**config.mk**
```make
export PLATFORM = sky130hd
export DESIGN_NAME = cmd_dispatch_ctrl_flat
export DESIGN_NICKNAME = d
export VERILOG_FILES = /design/src/rtl/cmd_dispatch_ctrl_pkg.sv /design/src/rtl/cmd_dispatch_ctrl_if.sv /design/src/rtl/cmd_dispatch_ctrl_credit_counter.sv /design/src/rtl/cmd_dispatch_ctrl.sv /design/src/flat_wrapper.sv
export SDC_FILE = /design/constraint.sdc
export NUM_CORES = 1
export LEC_CHECK = 0
export ABC_AREA = 0
export BUFFER_PORTS_ARGS = -buffer_cell sky130_fd_sc_hd__clkbuf_2
export CORE_UTILIZATION = 25
export CTS_CLUSTER_DIAMETER = 120
export DETAILED_ROUTE_END_ITERATION = 16
export PLACE_DENSITY = 0.53
export SETUP_SLACK_MARGIN = 0.15
export SYNTH_ARGS = -nofsm -noshare
export SYNTH_HDL_FRONTEND = slang
export SYNTH_SLANG_ARGS = --single-unit
```
**constraint.sdc**
```tcl
create_clock -name clk -period 3.14 [get_ports clk]
set_input_delay 0.314 -clock clk [delete_from_list [all_inputs] [get_ports clk]]
set_output_delay 0.314 -clock clk [all_outputs]
set_load 0.1 [all_outputs]
```
**src/rtl/cmd_dispatch_ctrl_pkg.sv**
```systemverilog
// cmd_dispatch_ctrl_pkg
//   Shared types and constants for the command dispatch controller:
//   the dispatch state encoding and the credit-counter width.
package cmd_dispatch_ctrl_pkg;

    // Dispatch state: RUN accepts instructions, DRAIN waits for all credits.
    typedef enum logic {
        RUN   = 1'b0,
        DRAIN = 1'b1
    } state_e;

    // Credit counters cover up to 15 slots per queue.
    localparam int CRED_W = 4;

endpackage

```
**src/rtl/cmd_dispatch_ctrl_if.sv**
```systemverilog
// cmd_dispatch_ctrl_if
//   Bundles the dispatch handshake: instruction/payload/flush/credit-return
//   inputs toward the controller and fire/replay/enqueue/status outputs.
//   master : the instruction source and downstream queues (drives inputs)
//   slave  : the controller
interface cmd_dispatch_ctrl_if #(
    parameter int DATA_W = 32
);
    logic              io_valid;
    logic              io_sigs_enq_cmdq;
    logic              io_sigs_enq_ximm1q;
    logic [DATA_W-1:0] io_cmd_bits;
    logic [DATA_W-1:0] io_imm_bits;
    logic              io_flush;
    logic              io_cmdq_credit_return;
    logic              io_ximm1q_credit_return;
    logic              io_replay;
    logic              io_fire;
    logic              io_cmdq_valid;
    logic              io_ximm1q_valid;
    logic [DATA_W-1:0] io_cmdq_bits;
    logic [DATA_W-1:0] io_ximm1q_bits;
    logic              io_busy;
    logic              io_credit_err;

    modport master (
        output io_valid, io_sigs_enq_cmdq, io_sigs_enq_ximm1q, io_cmd_bits,
               io_imm_bits, io_flush, io_cmdq_credit_return, io_ximm1q_credit_return,
        input  io_replay, io_fire, io_cmdq_valid, io_ximm1q_valid, io_cmdq_bits,
               io_ximm1q_bits, io_busy, io_credit_err
    );

    modport slave (
        input  io_valid, io_sigs_enq_cmdq, io_sigs_enq_ximm1q, io_cmd_bits,
               io_imm_bits, io_flush, io_cmdq_credit_return, io_ximm1q_credit_return,
        output io_replay, io_fire, io_cmdq_valid, io_ximm1q_valid, io_cmdq_bits,
               io_ximm1q_bits, io_busy, io_credit_err
    );
endinterface

```
**src/rtl/cmd_dispatch_ctrl_credit_counter.sv**
```systemverilog
// credit_counter
//   Per-queue slot credit counter, reset to CREDITS (1..15).
//   consume_i    : one slot taken by an enqueue this cycle
//   return_i     : one slot freed downstream this cycle
//   count_o      : current credit count
//   has_credit_o : count >= 1
//   at_max_o     : count == CREDITS
//   overflow_o   : return with no consume while already full (pulse)
module credit_counter
    import cmd_dispatch_ctrl_pkg::*;
#(
    parameter int CREDITS = 4
) (
    input  logic              clk,
    input  logic              reset,
    input  logic              consume_i,
    input  logic              return_i,
    output logic [CRED_W-1:0] count_o,
    output logic              has_credit_o,
    output logic              at_max_o,
    output logic              overflow_o
);
    localparam logic [CRED_W-1:0] MAX = CRED_W'(CREDITS);

    logic [CRED_W-1:0] count_q, count_d;

    assign count_o      = count_q;
    assign has_credit_o = (count_q != '0);
    assign at_max_o     = (count_q == MAX);
    // A same-cycle consume absorbs the return, so that case is never an overflow.
    assign overflow_o   = return_i && !consume_i && at_max_o;

    always_comb begin
        count_d = count_q;
        if (consume_i && !return_i)
            count_d = count_q - CRED_W'(1);
        else if (return_i && !consume_i && !at_max_o)
            count_d = count_q + CRED_W'(1);
    end

    always_ff @(posedge clk or posedge reset) begin
        if (reset) count_q <= MAX;
        else       count_q <= count_d;
    end
endmodule

```
**src/rtl/cmd_dispatch_ctrl.sv**
```systemverilog
// cmd_dispatch_ctrl
//   Credit-gated dispatch of decoded instructions into cmdq and ximm1q.
//   An instruction fires only when every queue it needs has a credit; both
//   enqueues happen together or not at all. A flush moves to DRAIN, which
//   blocks dispatch until every outstanding credit has come back.
//   clk, reset : clock, asynchronous active-high reset
//   io (slave) : instruction/payload/flush/credit returns in;
//                fire/replay, registered enqueue strobes+payloads,
//                busy (DRAIN) and sticky credit-overflow flag out.
module cmd_dispatch_ctrl
    import cmd_dispatch_ctrl_pkg::*;
#(
    parameter int CMDQ_CREDITS   = 4,
    parameter int XIMM1Q_CREDITS = 2,
    parameter int DATA_W         = 32
) (
    input  logic                clk,
    input  logic                reset,
    cmd_dispatch_ctrl_if.slave  io
);
    state_e            state_q, state_d;
    logic              fire;
    logic              cmdq_has, ximm_has, cmdq_full, ximm_full;
    logic              cmdq_ovf, ximm_ovf;
    logic [CRED_W-1:0] cmdq_cnt, ximm_cnt;
    logic              cmdq_valid_q, ximm_valid_q, err_q;
    logic [DATA_W-1:0] cmdq_bits_q, ximm_bits_q;

    // Flush wins over a same-cycle valid; reset forces the no-fire view.
    always_comb begin
        fire = !reset && io.io_valid && (state_q == RUN) && !io.io_flush
            && (!io.io_sigs_enq_cmdq   || cmdq_has)
            && (!io.io_sigs_enq_ximm1q || ximm_has);
    end

    credit_counter #(.CREDITS(CMDQ_CREDITS)) u_cmdq_cnt (
        .clk          (clk),
        .reset        (reset),
        .consume_i    (fire && io.io_sigs_enq_cmdq),
        .return_i     (io.io_cmdq_credit_return),
        .count_o      (cmdq_cnt),
        .has_credit_o (cmdq_has),
        .at_max_o     (cmdq_full),
        .overflow_o   (cmdq_ovf)
    );

    credit_counter #(.CREDITS(XIMM1Q_CREDITS)) u_ximm_cnt (
        .clk          (clk),
        .reset        (reset),
        .consume_i    (fire && io.io_sigs_enq_ximm1q),
        .return_i     (io.io_ximm1q_credit_return),
        .count_o      (ximm_cnt),
        .has_credit_o (ximm_has),
        .at_max_o     (ximm_full),
        .overflow_o   (ximm_ovf)
    );

    // Exit from DRAIN looks at the registered counts, so a drain with all
    // credits already home lasts exactly one cycle.
    always_comb begin
        state_d = state_q;
        case (state_q)
            RUN:     if (io.io_flush)            state_d = DRAIN;
            DRAIN:   if (cmdq_full && ximm_full) state_d = RUN;
            default:                             state_d = RUN;
        endcase
    end

    always_ff @(posedge clk or posedge reset) begin
        if (reset) begin
            state_q      <= RUN;
            cmdq_valid_q <= 1'b0;
            ximm_valid_q <= 1'b0;
            cmdq_bits_q  <= '0;
            ximm_bits_q  <= '0;
            err_q        <= 1'b0;
        end else begin
            state_q      <= state_d;
            cmdq_valid_q <= fire && io.io_sigs_enq_cmdq;
            ximm_valid_q <= fire && io.io_sigs_enq_ximm1q;
            if (fire && io.io_sigs_enq_cmdq)   cmdq_bits_q <= io.io_cmd_bits;
            if (fire && io.io_sigs_enq_ximm1q) ximm_bits_q <= io.io_imm_bits;
            if (cmdq_ovf || ximm_ovf)          err_q       <= 1'b1;
        end
    end

    assign io.io_fire         = fire;
    assign io.io_replay       = io.io_valid && !fire;
    assign io.io_cmdq_valid   = cmdq_valid_q;
    assign io.io_ximm1q_valid = ximm_valid_q;
    assign io.io_cmdq_bits    = cmdq_bits_q;
    assign io.io_ximm1q_bits  = ximm_bits_q;
    assign io.io_busy         = (state_q == DRAIN);
    assign io.io_credit_err   = err_q;

    // Counts are observed through the counter instances; keep the local
    // copies referenced so the wiring stays explicit.
    logic unused_cnt;
    assign unused_cnt = ^{cmdq_cnt, ximm_cnt};
endmodule
```
**src/flat_wrapper.sv**
```systemverilog
// flat-port wrapper written by rule: the top's interface ports become plain ports
module cmd_dispatch_ctrl_flat import cmd_dispatch_ctrl_pkg::*;
#(
    parameter int CMDQ_CREDITS   = 4,
    parameter int XIMM1Q_CREDITS = 2,
    parameter int DATA_W         = 32
)
  (clk, reset, io_io_valid, io_io_sigs_enq_cmdq, io_io_sigs_enq_ximm1q, io_io_cmd_bits, io_io_imm_bits, io_io_flush, io_io_cmdq_credit_return, io_io_ximm1q_credit_return, io_io_replay, io_io_fire, io_io_cmdq_valid, io_io_ximm1q_valid, io_io_cmdq_bits, io_io_ximm1q_bits, io_io_busy, io_io_credit_err);
  cmd_dispatch_ctrl_if #(.DATA_W(DATA_W)) io_i ();
  input  logic clk;
  input  logic reset;
  input wire logic [$bits(io_i.io_valid)-1:0] io_io_valid;
  input wire logic [$bits(io_i.io_sigs_enq_cmdq)-1:0] io_io_sigs_enq_cmdq;
  input wire logic [$bits(io_i.io_sigs_enq_ximm1q)-1:0] io_io_sigs_enq_ximm1q;
  input wire logic [$bits(io_i.io_cmd_bits)-1:0] io_io_cmd_bits;
  input wire logic [$bits(io_i.io_imm_bits)-1:0] io_io_imm_bits;
  input wire logic [$bits(io_i.io_flush)-1:0] io_io_flush;
  input wire logic [$bits(io_i.io_cmdq_credit_return)-1:0] io_io_cmdq_credit_return;
  input wire logic [$bits(io_i.io_ximm1q_credit_return)-1:0] io_io_ximm1q_credit_return;
  output wire logic [$bits(io_i.io_replay)-1:0] io_io_replay;
  output wire logic [$bits(io_i.io_fire)-1:0] io_io_fire;
  output wire logic [$bits(io_i.io_cmdq_valid)-1:0] io_io_cmdq_valid;
  output wire logic [$bits(io_i.io_ximm1q_valid)-1:0] io_io_ximm1q_valid;
  output wire logic [$bits(io_i.io_cmdq_bits)-1:0] io_io_cmdq_bits;
  output wire logic [$bits(io_i.io_ximm1q_bits)-1:0] io_io_ximm1q_bits;
  output wire logic [$bits(io_i.io_busy)-1:0] io_io_busy;
  output wire logic [$bits(io_i.io_credit_err)-1:0] io_io_credit_err;
  assign io_i.io_valid = io_io_valid;
  assign io_i.io_sigs_enq_cmdq = io_io_sigs_enq_cmdq;
  assign io_i.io_sigs_enq_ximm1q = io_io_sigs_enq_ximm1q;
  assign io_i.io_cmd_bits = io_io_cmd_bits;
  assign io_i.io_imm_bits = io_io_imm_bits;
  assign io_i.io_flush = io_io_flush;
  assign io_i.io_cmdq_credit_return = io_io_cmdq_credit_return;
  assign io_i.io_ximm1q_credit_return = io_io_ximm1q_credit_return;
  assign io_io_replay = io_i.io_replay;
  assign io_io_fire = io_i.io_fire;
  assign io_io_cmdq_valid = io_i.io_cmdq_valid;
  assign io_io_ximm1q_valid = io_i.io_ximm1q_valid;
  assign io_io_cmdq_bits = io_i.io_cmdq_bits;
  assign io_io_ximm1q_bits = io_i.io_ximm1q_bits;
  assign io_io_busy = io_i.io_busy;
  assign io_io_credit_err = io_i.io_credit_err;
  cmd_dispatch_ctrl #(.CMDQ_CREDITS(CMDQ_CREDITS), .XIMM1Q_CREDITS(XIMM1Q_CREDITS), .DATA_W(DATA_W)) u_core (.clk(clk), .reset(reset), .io(io_i));
endmodule
```
==> flow_metrics.py <==
metrics = {
    "timing": {
        "finalSetupTns_ns": 0,
        "report.final.slew_viol_count": 0,
        "maximum_achievable_frequency_mhz": 364,
        "hold_ws_ns": 0.171,
        "final.period_utilization_pct": 87.6,
        "setup_repair_after_global_routing_missed_its_margin": "false",
        "finalHoldViolations": 0,
        "slew_headroom_pct": 32.1,
        "clock_period_minus_worst_slack_ns": 2.75,
        "worst-slew-pin-transition_ns": 1.02,
        "timing.final.setup_violations": 0,
        "clock-skew-final_ns": 0.00403,
    },
    "grt": {
        "grt_pass1_wl_mm": 10.7,
        "first_global_vias": 2178,
        "antenna_found_initial": 0,
        "grt_start_max_net_pins": 59,
        "globalRoute.totalOverflow": 0,
        "groute.usage.overall_pct": 10.8,
    },
    "yosys": {
        "synth_seq_area_share_pct": 60.6,
        "synth_edf_count": 0,
        "synthesis.instances": 208,
        "synth_area_um2": 3140,
        "synth_area_per_cell_um2": 15.1,
        "postSynth.topFlopCell": "sky130_fd_sc_hd__dfrtp_1",
        "netlist-cell-type-count": 36,
        "synth-seq-cells": 76,
        "synth_async_sr_flop_share_pct": 100,
        "postSynthNetCount": 286,
        "synth_warnings": 0,
    },
    "setup_path": {
        "timing.reg2reg.setup_slack_ns": 0.39,
        "crit_fanout": 4,
        "regToRegEndpoint": "u_core.u_ximm_cnt.count_o[3]",
        "critical_path_depth": 10,
        "delay_heaviest_family_cp": "simple AND/OR/NAND/NOR gates",
        "path_cells": "or4b_4 > a21o_1 > or3_1 > inv_1 > ha_1 > a21o_1 > a21oi_1 > nand2b_1 > o32ai_1 > xor2_1",
        "crit_type": "flip-flop to flip-flop",
        "timing.critical_path.required_ns": 3.40,
        "crit_slowest_cell": "sky130_fd_sc_hd__or4b_4",
        "timing.critical_path.arrival_ns": 3.01,
        "critical_path.endpoint": "u_core.u_ximm_cnt.count_o[3]",
        "worst_path_largest_cell_delay_ns": 0.54,
        "worstSetupStartpointType": "flip-flop",
        "start_point_of_the_critical_path": "u_core.io.io_busy",
        "regToRegStartpoint": "u_core.io.io_busy",
        "crit_top_cell": "sky130_fd_sc_hd__a21o_1",
        "reg2reg_depth": 10,
        "cp-end-kind": "flip-flop",
        "worst-path-buf-inv": 1,
    },
    "clock_tree": {
        "cts.sinks": 76,
        "cts_resized": 0,
        "htree_num_levels": 3,
        "tritoncts": "built",
        "clkLatencyLatePin_ns": 0.33,
        "postCtsSetupBuffers": 0,
        "clock_tree.buffer_depth": 2,
        "clk_pin_slew_worst_paths_ns": 0.06,
        "cts-hold-fix-buffers": 0,
        "clk_root_buf": "sky130_fd_sc_hd__clkbuf_16",
        "cts_made_buffers": 9,
    },
    "placement": {
        "place.gp.congestion": 0.728,
        "hpwl_mm": 4.78,
        "numPortBuffers": 141,
        "dpl-instance-area_um2": 4060,
    },
    "finish": {
        "final_core_util_pct": 35.8,
        "post_route_cells_drive_above_1_share_pct": 65.7,
        "antennaDiodeCount": 0,
        "fillers": 1229,
        "finalInstanceArea_um2": 4330,
        "multi_input_comb_area_um2": 1170,
        "sequential_cell_area_um2": 1910,
        "num-nets-final": 435,
        "area_delta_synth_final_pct": 37.8,
    },
    "die": {
        "die_h_um": 114,
        "core_um2": 12100,
        "die_area_um2": 13000,
        "ioPinCount": 142,
        "floorplan.initialDensity_pct": 26.0,
        "rows": 40,
        "floorplan.die.width_um": 114,
    },
    "routing": {
        "average_wire_per_standard_cell_um": 12.6,
        "remaining_drcs": 0,
        "drt-vias-per-instance": 4.13,
        "detail-route-antenna-nets": 0,
        "drt_wl_total_mm": 6.69,
        "drt_iter0_markers": 50,
        "firstDrtPassIters": 4,
        "detailroute.via_count": 2189,
    },
    "min_path": {
        "timing.hold.worst.class": "input port to async pin",
    },
    "run": {
        "cap_violations": 0,
    },
    "run_status": {
        "run_status": "completed",
    },
}
==> placed cells by master, fill, tap and decap left out, drive strengths merged, types with 2 or more instances in the layout <==
cell    instances
a21o            3
a21oi           3
a22oi           2
and2            3
buf             4
clkbuf        152
clkinv          5
dfrtp          74
dfstp           2
fa              2
ha              4
inv             8
mux2           67
nand2b          3
nand3           2
nor2            2
nor2b           2
nor3            2
o21ai           5
xnor2           2
==> synthesized netlist by cell type (2+ instances only) <==
master / count / share of area (%)
sky130_fd_sc_hd__a22oi_1: 2 / 0.48
sky130_fd_sc_hd__a21o_1: 3 / 0.72
sky130_fd_sc_hd__xnor2_1: 2 / 0.56
sky130_fd_sc_hd__nor2b_1: 2 / 0.40
sky130_fd_sc_hd__a21oi_1: 3 / 0.48
sky130_fd_sc_hd__fa_1: 2 / 1.3
sky130_fd_sc_hd__o21ai_0: 5 / 0.80
sky130_fd_sc_hd__nand2b_1: 2 / 0.40
sky130_fd_sc_hd__nor3_1: 2 / 0.32
sky130_fd_sc_hd__and2_1: 2 / 0.40
sky130_fd_sc_hd__inv_1: 9 / 1.1
sky130_fd_sc_hd__nand3_1: 2 / 0.32
sky130_fd_sc_hd__nor2_1: 2 / 0.24
sky130_fd_sc_hd__ha_1: 4 / 1.6
sky130_fd_sc_hd__dfrtp_1: 74 / 59
sky130_fd_sc_hd__buf_4: 4 / 0.96
sky130_fd_sc_hd__dfstp_2: 2 / 1.7
sky130_fd_sc_hd__mux2_2: 66 / 24
sky130_fd_sc_hd__buf_2: 3 / 0.48
==> logic make-up (layout without fill, tap and decap cells) <==
group                    count (synthesis)  in the layout  synth area share, %
AO/OA/AOI/OAI                           19             19                 4.70
buffers and inverters                   16            170                 2.51
AND/OR/NAND/NOR                         20             20                 4.18
multiplexers                            68             68                 24.3
flip-flops                              76             76                 60.6
adder cells (fa/ha/maj)                  6              6                 2.87
XOR/XNOR                                 3              3                0.836
==> routing by layer <==
layer	GRT usage (%)	wire, um
met1	12.6	2910
met2	17.3	3110
met3	5.29	561
met4	4.16	101
met5	0	0
==> worst min path at each step <==
stage	start	cells past startpoint	slack [ns]	to
global placement	u_core.u_ximm_cnt.count_o[3]	1	0.47	u_core.u_ximm_cnt.count_o[3]
CTS	io_io_cmd_bits[11]	2	0.19	u_core.io.io_cmdq_bits[11]
floorplan	u_core.u_ximm_cnt.count_o[3]	1	0.44	u_core.u_ximm_cnt.count_o[3]
global route	io_io_imm_bits[8]	2	0.19	u_core.io.io_ximm1q_bits[8]
finish	reset	2	0.17	u_core.io.io_cmdq_bits[11]
detailed placement	u_core.u_ximm_cnt.count_o[3]	1	0.47	u_core.u_ximm_cnt.count_o[3]
==> registers in the layout, indices dropped and copies added, names as in the netlist <==
| signal | flops |
|---|---|
| u_core.io.io_cmdq_bits | 32 |
| u_core.io.io_cmdq_valid | 1 |
| u_core.io.io_busy | 1 |
| u_core.io.io_ximm1q_bits | 32 |
| u_core.io.io_ximm1q_valid | 1 |
| u_core.io.io_credit_err | 1 |
| u_core.u_cmdq_cnt.count_o | 4 |
| u_core.u_ximm_cnt.count_o | 4 |
==> through the flow <==
step	cells	worst slack, ns
after CTS	530	0.375
after detailed placement	514	0.364
final	530	0.390
after floorplan	208	0.157
after global routing	530	0.159
after global placement	514	0.427
==> final cells by class <==
class                      count  share of cell area (%)
sequential                    76                    44.0
multi-input combinational    116                    27.1
timing repair buffer         145                    17.0
clock buffer                  11                    5.61
tap                          168                    4.85
inverter                       9                   0.809
clock inverter                 5                   0.636
Power is not shown: default switching activity piles up to over one toggle a cycle in this logic, so the estimate is an artifact.
